<file path="src/rtl/div_sequencer.sv">
// Iterative 32-bit divider: one restoring step per cycle, with DIV/DIVU/REM/REMU.
// Divide-by-zero and signed overflow bypass the iteration and finish in one cycle.
module div_sequencer (
   input  logic        clk,
   input  logic        reset,
   input  logic        start,
   input  logic [1:0]  op,
   input  logic [31:0] a,
   input  logic [31:0] b,
   input  logic        flush,
   output logic        busy,
   output logic        done,
   output logic [31:0] result
);

   typedef enum logic [1:0] {IDLE, CALC, FIX, DONE} state_t;

   state_t      state_reg, state_next;
   logic [4:0]  count_reg;
   logic [31:0] rem_reg, quo_reg, div_reg, result_reg;
   logic [1:0]  op_reg;
   logic        neg_q_reg, neg_r_reg;

   logic        signed_op, a_neg, b_neg, is_zero, is_ovf, special, accept;
   logic [31:0] abs_a, abs_b, special_result;
   logic [32:0] rem_shift, trial;
   logic [31:0] step_rem, step_quo, q_fix, r_fix, fix_result;

   always_comb begin
      signed_op = ~op[0];
      a_neg     = signed_op & a[31];
      b_neg     = signed_op & b[31];
      abs_a     = a_neg ? (~a + 32'd1) : a;
      abs_b     = b_neg ? (~b + 32'd1) : b;
      is_zero   = (b == 32'd0);
      is_ovf    = signed_op && (a == 32'h8000_0000) && (b == 32'hFFFF_FFFF);
      special   = is_zero | is_ovf;
      if (is_zero)
         special_result = op[1] ? a : 32'hFFFF_FFFF;
      else
         special_result = op[1] ? 32'd0 : 32'h8000_0000;
      accept    = (state_reg == IDLE) && start && !flush;
   end

   // rem < divisor always holds, so the 33-bit difference cannot overflow its sign bit.
   always_comb begin
      rem_shift  = {rem_reg, quo_reg[31]};
      trial      = rem_shift - {1'b0, div_reg};
      step_rem   = trial[32] ? rem_shift[31:0] : trial[31:0];
      step_quo   = {quo_reg[30:0], ~trial[32]};
      q_fix      = neg_q_reg ? (~quo_reg + 32'd1) : quo_reg;
      r_fix      = neg_r_reg ? (~rem_reg + 32'd1) : rem_reg;
      fix_result = op_reg[1] ? r_fix : q_fix;
   end

   always_ff @(posedge clk or posedge reset) begin
      if (reset)
         state_reg <= IDLE;
      else
         state_reg <= state_next;
   end

   always_comb begin
      state_next = state_reg;
      busy       = (state_reg != IDLE);
      done       = (state_reg == DONE);
      case (state_reg)
         IDLE: if (accept) state_next = special ? DONE : CALC;
         CALC: begin
            if (flush)                   state_next = IDLE;
            else if (count_reg == 5'd31) state_next = FIX;
         end
         FIX:  state_next = flush ? IDLE : DONE;
         DONE: state_next = IDLE;
         default: state_next = IDLE;
      endcase
   end

   always_ff @(posedge clk or posedge reset) begin
      if (reset) begin
         count_reg  <= 5'd0;
         rem_reg    <= 32'd0;
         quo_reg    <= 32'd0;
         div_reg    <= 32'd0;
         result_reg <= 32'd0;
         op_reg     <= 2'd0;
         neg_q_reg  <= 1'b0;
         neg_r_reg  <= 1'b0;
      end else begin
         if (accept) begin
            count_reg <= 5'd0;
            rem_reg   <= 32'd0;
            quo_reg   <= abs_a;
            div_reg   <= abs_b;
            op_reg    <= op;
            neg_q_reg <= a_neg ^ b_neg;
            neg_r_reg <= a_neg;
            if (special)
               result_reg <= special_result;
         end else if (state_reg == CALC && !flush) begin
            rem_reg   <= step_rem;
            quo_reg   <= step_quo;
            count_reg <= count_reg + 5'd1;
         end else if (state_reg == FIX && !flush) begin
            result_reg <= fix_result;
         end
      end
   end

   assign result = result_reg;

endmodule

</file>
<file path="config.mk">
export PLATFORM = sky130hd
export DESIGN_NAME = div_sequencer
export DESIGN_NICKNAME = d
export VERILOG_FILES = /design/src/rtl/div_sequencer.sv
export SDC_FILE = /design/constraint.sdc
export NUM_CORES = 1
export LEC_CHECK = 0
export CORE_MARGIN = 2
export CORE_UTILIZATION = 59
export CTS_CLUSTER_SIZE = 25
export DETAILED_ROUTE_END_ITERATION = 6
export GPL_ROUTABILITY_DRIVEN = 0
export GPL_TIMING_DRIVEN = 0
export PLACE_DENSITY = 0.91
export SLEW_MARGIN = 20
export SYNTH_ARGS = -nofsm -noshare
export SYNTH_HDL_FRONTEND = slang
export SYNTH_SLANG_ARGS = --single-unit
</file>
<file path="constraint.sdc">
create_clock -name clk -period 4.88 [get_ports clk]
set_input_delay 0.488 -clock clk [delete_from_list [all_inputs] [get_ports clk]]
set_output_delay 0.488 -clock clk [all_outputs]
set_load 0.02 [all_outputs]
</file>
---- Yosys cells after proc, flatten, opt, wreduce, memory -nomap -nowiden ----
Index checks and enable logic that the tools add are counted.
Widths: inputs -> output; s select.
word-level totals
  flip-flop bits (word level) ............. 139
  memory bits (writable) .................. 0
  memories kept ........................... 0
  output and inout port bits .............. 34
  bits in read-only memories .............. 0
  bits in latches ......................... 0
operators by class
  multiply operators ...................... 0
  muxes and demuxes ....................... 25
  magnitude comparators ................... 0
  shift-type cells ........................ 0
  add/subtract/negate cells ............... 6
  bitwise logic cells ..................... 10
  divide/modulo/power cells ............... 0
  equal/unequal tests ..................... 10
  reduce and logical (&&, ||, !) cells .... 14
operators with widths
  cell                   count
  $mux 32                17
  $add 32x1->32 const B  4
  $not 32->32            4
  $eq 32x32->1 const B   2
  $sub 33x32->33         1
  $logic_not 32->1       1
  $mux 2                 5
  $mux 5                 2
  $pmux 2 s4             1
  $logic_and 1x1->1      6
  $ne 2x2->1 const B     3
  $reduce_bool 2->1      3
  $add 5x1->5 const B    1
  $eq 5x5->1 const B     1
  $eq 2x2->1 const B     2
  $ne 3x3->1 const B     1
  $reduce_and 3->1       1
  $and 1x1->1            2
  $eq 2x1->1 const B     1
  $logic_not 2->1        1
  $not 1->1              2
  $reduce_and 2->1       1
  $logic_not 1->1        1
  $or 1x1->1             1
  $xor 1x1->1            1

---- Depth between registers and ports, before layout ----
Gate-level depths: netlist of run 1.
  word-level depth ........................ 7
  depth in mapped cells ................... 14
  mapped depth without buffers ............ 12

---- Worst setup path after synthesis of run 1 ----
No wires, ideal clock.
  path type ............................... reg-to-reg
  start ................................... reg quo_reg[31]
  end ..................................... reg rem_reg[3]
  arrival time ............................ 3.267 ns
  cell stages (with the launch flop) ...... 15
  required time ........................... 4.747 ns
  setup time .............................. 0.133 ns
  path slack .............................. 1.480 ns
  cell sequence ........................... dfrtp_1 > inv_1 > ha_1 > fa_1 > nand2b_1 > a21oi_1 > o21ai_0 > a21oi_1 > o221ai_1 > o21a_1 > o311ai_0 > buf_2 > buf_1 > mux2i_1 > o21ai_0
between the ends
  longest elaborated chain between the ends .. 4
ends and longest elaborated chain
  item                      RTL line  source
  start: declaration        20        logic [31:0] rem_reg, quo_reg, div_reg, result_reg;
  start signal: assignment  93        quo_reg <= abs_a;
  start signal: assignment  102       quo_reg <= step_quo;
  $sub 33x32->33            48        trial = rem_shift - {1'b0, div_reg};
  $mux 32                   49        step_rem = trial[32] ? rem_shift[31:0] : trial[31:0];
  $mux 32                   100       end else if (state_reg == CALC && !flush) begin
  $mux 32                   90        if (accept) begin
  end signal: assignment    101       rem_reg <= step_rem;
  end: declaration          20
No other way between the ends. The select of a mux whose other input is x is not followed.
A chain may end at the register's enable or synchronous reset.

---- Worst setup path after layout of run 1 ----
  start ................................... in b[2]
  end ..................................... reg result_reg[16] (netlist: result[16])
between the ends
  longest elaborated chain between the ends .. 5
  elaborated cells between the ends (all ways) .. 9
ends and longest elaborated chain
  item                        RTL line  source
  start: declaration          9         input logic [31:0] b,
  $eq 32x32->1                36        is_ovf = signed_op && (a == 32'h8000_0000) && (b == 32'hFFFF_FFFF);
  $logic_and 1x1->1           36
  $or 1x1->1                  37        special = is_zero | is_ovf;
  $ne 2x2->1 (no line)        --
  $reduce_and 3->1 (no line)  --
  end signal: assignment      99        result_reg <= special_result;
  end signal: assignment      105       result_reg <= fix_result;
  end: declaration            20
Parallel ways exist; a longest one is shown, timed or not. The select of a mux whose other input is x is not followed.

==> results of run 1 <==
## placed cells by master (no fill, tap or decap), drive strengths merged, types with 10 or more instances in the layout
cell type and n:
a21o 19, a21oi 86, a22oi 30, buf 11, clkbuf 78, clkdlybuf4s50 103, dfrtp 138, ha 39
inv 57, mux2 13, mux2i 35, nand2 155, nand2b 15, nand4 13, nor2 63, nor2b 11
nor3 17, o211ai 16, o21ai 186, o31ai 28, o41ai 14, or2 10, or4 15, xnor2 85
xor2 62
## synth_stat cells, drive strengths merged, types with 28 or more instances
cell type	instances
mux2i	35
xor2	62
nor2	63
a21oi	86
dfrtp	138
a22oi	30
o31ai	28
o21ai	186
xnor2	85
ha	39
inv	57
nand2	155
clkbuf	59
## through the flow
step / util [%] / setup slack (ns) / total power [mW] / std cells / hold WS (ns)
after floorplan: - / 0.696 / 4.32 / 1284 / 0.450
after global placement: 67.1 / -1.09 / 4.99 / 1616 / 0.463
after detailed placement: 67.3 / 0.309 / 5.14 / 1617 / 0.471
after CTS: 70.8 / 0.600 / 6.57 / 1649 / 0.483
after global routing: 70.8 / 0.289 / 7.07 / 1649 / 0.506
final: 70.8 / 0.477 / 6.70 / 1649 / 0.479
## per-layer routing
metal | share of wire, % | wire length, um
met5 | 0 | 0
met2 | 45 | 15000
met1 | 38 | 12400
met3 | 11 | 3500
met4 | 6.4 | 2110
## final timing paths
path                       slack, ns                       to  cells after the start                    start
setup / recovery                0.48   result[16]$_DFFE_PP0P_                     12                     b[2]
hold / removal                  0.48    result[8]$_DFFE_PP0P_                      2                    reset
setup reg to reg                0.49  rem_reg[26]$_DFFE_PP0P_                     14  quo_reg[31]$_DFFE_PP0P_
hold reg to reg                 0.48   result[13]$_DFFE_PP0P_                      1   result[13]$_DFFE_PP0P_
max in group asynchronous       3.68  div_reg[29]$_DFFE_PP0P_                      3                    reset
min in group clk                0.48   result[13]$_DFFE_PP0P_                      1   result[13]$_DFFE_PP0P_
## critical path: cells and delay by family
| family | cells | cell delay (ns) |
|---|---|---|
| AND/OR/NAND/NOR | 6 | 2.26 |
| buffers and inverters | 3 | 1.28 |
| AO/OA/AOI/OAI | 3 | 0.74 |
## cell type report
type | count | area share, %
Timing Repair Buffer | 104 | 8.40
Sequential cell | 138 | 27.4
Buffer | 70 | 2.72
Multi-Input combinational cell | 1019 | 52.4
Inverter | 57 | 1.76
Tap cell | 229 | 2.27
Clock inverter | 13 | 1.38
Clock buffer | 19 | 3.60
## kinds of logic (layout without fill, tap and decap cells)
group	count (synthesis)	in the layout
AND/OR/NAND/NOR	350	350
buffers and inverters	127	263
adder cells (fa/ha/maj)	40	40
XOR/XNOR	147	147
flip-flops	138	138
AO/OA/AOI/OAI	434	434
multiplexers	48	48
## report_power, final
group          total (mW)  internal [mW]  switching (mW)
sequential           1.72           1.37           0.358
clock                1.39          0.876           0.515
combinational        3.59           1.58            2.01
==> metrics.md, run 1 <==
| Metric | Value |
|---|---|
| Outcome | `complete, but fails checks` |
| Failing checks | `design-rule violations` |
| Critical path, cell by cell | `clkdlybuf4s50_1 -> or3_1 -> nor3b_1 -> nand3_1 -> nor3_1 -> and4bb_2 -> and2_1 -> clkbuf_1 -> clkbuf_1 -> o21ai_0 -> a21oi_1 -> a21o_1` |
| Row Count | `49` |
| Drt pass-1 iters | `7` |
| Worst-Margin Slew | `0.910 ns` |
| Mean Syn Cell Area | `8.26 um^2` |
| WL final | `33,000 um` |
| Largest net degree at the start of global routing | `73` |
| Adder-cell share of the synthesized area | `4.79%` |
| Cell area after layout | `12,600 um^2` |
| Hold-fix buffers, CTS | `0` |
| Vias per std cell | `6.58` |
| Max Slew Vio Count | `0` |
| Crit path arrival time | `4.77 ns` |
| CP endpoint kind | `register` |
| Synth warn | `0` |
| First-pass GRT wire length | `53,900 um` |
| Worst Hold Class | `in -> async` |
| Compound-Gate Fraction of Synth Area | `24.7%` |
| Post-CTS sizing | `0` |
| Fin Setup TNS | `0 ns` |
| CTS tree | `done` |
| ANT nets after route | `0` |
| Longest individual stage delay on the worst path | `0.60 ns` |
| CP required | `5.25 ns` |
| Post-synthesis mux area share | `4.68%` |
| H-Tree Depth | `4` |
| Kind of critical path | `in -> reg` |
| Via count | `10,800` |
| Post-Syn Instances | `1,284` |
| Final Hold Viols | `0` |
| GRT busiest layer | `met2` |
| Post-synthesis sequential area ratio | `32.6%` |
| Maximum VDD drop | `0.351 mV` |
| Lkg Pwr | `5.35 nW` |
| Nets@finish | `1,517` |
| Final HPWL DP | `23,900 um` |
| Ports | `104` |
| Relative slew margins | `37.8%` |
| Die extent in y | `138 um` |
| # fillers | `1,332` |
| Max Cap Viol | `0` |
| Top cell type's share of synthesized area | `32.6%` |
| Post-Syn Area | `10,600 um^2` |
| Worst Skew | `0.00969 ns` |
| Clock-pin slew on the worst setup and hold paths | `0.06 ns` |
| Global Route met3 Usage | `7.38%` |
| F_max | `0.227 GHz` |
| FF/Latch Area | `3450 um^2` |
| Crit-path most repeated cell | `clkbuf_1` |
| Num CTS Buffers | `17` |
| GR Layer Usage met1 | `43.4%` |
| Unique masters post-synth | `71` |
| Yosys top cell by area | `dfrtp_1` |
| Register bit count reported by yosys | `138` |
| Multi-input logic area | `6610 um^2` |
| Power Density | `532 nW/um^2` |
| Avg WL per Cell | `20.0 um` |
| Root Buffer | `clkbuf_16` |
| RSZ-0062 raised after global routing | `false` |
| Initial Util | `59.7%` |
| Async S/R FF share, synth | `100%` |
| Final Setup Violations | `0` |
| Worst-case clock buffer depth | `2` |
| Clk Latency, worst-skew pair | `0.44 ns` |
| Dominant synthesized flop cell | `dfrtp_1` |
| Port bufs | `103` |
| Post-CTS Setup Inserts | `0` |
| Synth Area in XOR/XNOR | `12.1%` |
| Synth Area in Simple Gates | `15.9%` |
| Tmin final | `4.40 ns` |
| Syn Nets | `1,394` |
| Die Wd | `138 um` |
| Fin crit share | `90.2%` |
| Largest family of logic cells by synthesized area | `compound AO/OA/AOI/OAI gates` |
| Area grow syn2layout | `18.7%` |
| Post-synth EDFFs | `0` |
| DRT iter0 DRCs | `1,653` |
| Max FO, Critical Path | `10` |
| Largest cells by area after synthesis | `dfrtp_1 33%, o21ai_0 8.7%, xnor2_1 7.0%` |
| Number of global-route vias before repair | `10,600` |
| CTS sink count | `138` |
| Antenna violations before repair | `0` |
| Placed Area | `12,000 um^2` |
| Share of cells above drive strength 1 | `5.77%` |
| GR Util met2 | `55.0%` |
| Worst Setup Start Kind | `input port` |
| Core area | `17,800 um^2` |
| Slowest cell on the critical path | `nor3b_1` |
| Grt total ovfl | `0` |
| Total die area | `19,100 um^2` |
| Tot GR Track Use | `34.7%` |
| Drc violations | `6` |
| ANT cells | `0` |
Note: power is estimated with default switching activity, not from simulation.
==> run 2, diff against run 1 <==
--- a/config.mk
+++ b/config.mk
@@ -6,13 +6,13 @@
 export NUM_CORES = 1
 export LEC_CHECK = 0
 export CORE_MARGIN = 2
-export CORE_UTILIZATION = 59
+export CORE_UTILIZATION = 60
+export CTS_BUF_LIST = sky130_fd_sc_hd__clkbuf_8
 export CTS_CLUSTER_SIZE = 25
 export DETAILED_ROUTE_END_ITERATION = 6
 export GPL_ROUTABILITY_DRIVEN = 0
 export GPL_TIMING_DRIVEN = 0
-export PLACE_DENSITY = 0.91
-export SLEW_MARGIN = 20
+export PLACE_DENSITY = 0.92
 export SYNTH_ARGS = -nofsm -noshare
 export SYNTH_HDL_FRONTEND = slang
 export SYNTH_SLANG_ARGS = --single-unit
==> metrics.md, run 2 (synthesis gave the netlist of run 1 again) <==
| Metric | Value |
|---|---|
| Grt total ovfl | `0` |
| Final total power | `6.44 mW` |
| R2R cell count | `14` |
| CTS sink count | `138` |
| Max FO, Critical Path | `10` |
| Commonest non-fill, non-tap cells in the layout | `185 x o21ai_0, 155 x nand2_1, 138 x dfrtp_1, 103 x clkdlybuf4s50_1, 86 x a21oi_1` |
| Final HPWL DP | `23,700 um` |
| Ports | `104` |
| Final Setup Violations | `0` |
| First-pass GRT wire length | `51,500 um` |
| Commonest non-fill, non-tap cell in the layout | `o21ai_0` |
| Worst-case clock buffer depth | `2` |
| Lkg Pwr | `5.28 nW` |
| Initial Util | `61.3%` |
| Tot GR Track Use | `35.1%` |
| R2r startpoint | `quo_reg[31]$_DFFE_PP0P_` |
| Post-CTS Setup Inserts | `0` |
| # fillers | `1,275` |
| Hold-fix buffers, CTS | `0` |
| Via count | `10,700` |
| Core area | `17,300 um^2` |
| Area grow syn2layout | `17.2%` |
| Worst Skew | `0.0101 ns` |
| Outcome | `finished, final reports clean` |
| Port bufs | `103` |
| Worst Hold Class | `in -> async` |
| Crit path arrival time | `4.85 ns` |
| Fin crit share | `90.7%` |
| RSZ-0062 raised after global routing | `false` |
| Post-CTS sizing | `0` |
| Placed Cells | `1,613` |
| ANT cells | `0` |
| Die extent in y | `137 um` |
| F_max | `0.226 GHz` |
| Max Cap Viol | `0` |
| CP required | `5.30 ns` |
| Worst-Margin Slew | `1.09 ns` |
| ANT nets after route | `0` |
| Die Wd | `137 um` |
| Number of global-route vias before repair | `10,300` |
| Share of cells above drive strength 1 | `5.63%` |
| Avg WL per Cell | `19.8 um` |
| Nets@finish | `1,517` |
| CP startpoint | `b[2]` |
| Maximum VDD drop | `0.313 mV` |
| Vias per std cell | `6.51` |
| Final Hold Viols | `0` |
| CP endpoint kind | `register` |
| R2r setup slk | `0.59 ns` |
| Max Slew Vio Count | `0` |
| Clk Latency, worst-skew pair | `0.48 ns` |
| DRT iter0 DRCs | `1,379` |
| Final cell count without fillers | `1,645` |
| Largest net degree at the start of global routing | `86` |
| Final hold slack | `0.420 ns` |
| Kind of critical path | `in -> reg` |
| Num CTS Buffers | `17` |
| CTS tree | `done` |
| Root Buffer | `clkbuf_8` |
| Antenna violations before repair | `0` |
| Core Util, Final | `71.9%` |
| WL final | `32,500 um` |
| Drt pass-1 iters | `7` |
| Worst Setup Start Kind | `input port` |
| Fin Setup TNS | `0 ns` |
| H-Tree Depth | `4` |
| Drc violations | `0` |
| Clock-pin slew on the worst setup and hold paths | `0.08 ns` |
| Relative slew margins | `26.0%` |
| Tmin final | `4.43 ns` |
| Row Count | `48` |
| Power Density | `518 nW/um^2` |
| Total die area | `18,800 um^2` |
run 2: cell types whose count changed in the layout (fill, tap and decap cells not counted), moves of 2 or more:
cell,change
inv_6,+2
clkinv_4,+4
clkinv_2,-5
clkbuf_16,-17
clkbuf_8,+15
bufinv_16,+2
run 2: power by group:
part	internal (mW)	leakage [nW]	switching (mW)
Combinational	1.57	3.22	1.99
Clock	0.662	0.242	0.494
Sequential	1.36	1.81	0.356
run 2: through the flow:
stage | setup slack [ns] | area, um^2
2_1_floorplan | 0.696 | 10600
3_3_place_gp | -1.14 | 11900
3_5_place_dp | 0.262 | 12000
4_1_cts | 0.659 | 12400
5_1_grt | 0.280 | 12400
6_report | 0.452 | 12400
run 2: worst paths after layout:
path	to
worst max-delay path	result[5]$_DFFE_PP0P_
worst min-delay path	result[8]$_DFFE_PP0P_
worst max register to register	rem_reg[22]$_DFFE_PP0P_
worst min register to register	result[16]$_DFFE_PP0P_
max in group asynchronous	div_reg[20]$_DFFE_PP0P_
min in group clk	result[16]$_DFFE_PP0P_
run 2: per-layer routing:
metal | up-vias | global-route usage, % | wire [um]
li1 | 4847 | - | -
met1 | 4899 | 42.3 | 12200
met2 | 759 | 57.3 | 14800
met3 | 199 | 8.78 | 3660
met4 | 0 | 19.6 | 1880
met5 | - | 0 | 0
run 2: critical path: stages:
cell,delay [ns]
clkdlybuf4s50_1,0.52
or3_1,0.46
nor3b_1,0.64
nand3_1,0.26
nor3_1,0.37
and4bb_2,0.49
and2_1,0.18
clkbuf_1,0.35
clkbuf_1,0.47
o21ai_0,0.28
a21oi_1,0.23
a21o_1,0.10
run 2: cell type report:
class | count | area (um^2) | share of cell area (%)
buffer | 70 | 343 | 2.76
clock buffer | 17 | 234 | 1.88
tap | 225 | 282 | 2.26
sequential | 138 | 3450 | 27.8
inverter | 57 | 219 | 1.76
clock inverter | 15 | 249 | 2.00
timing repair buffer | 104 | 1060 | 8.51
multi-input combinational | 1019 | 6600 | 53.1
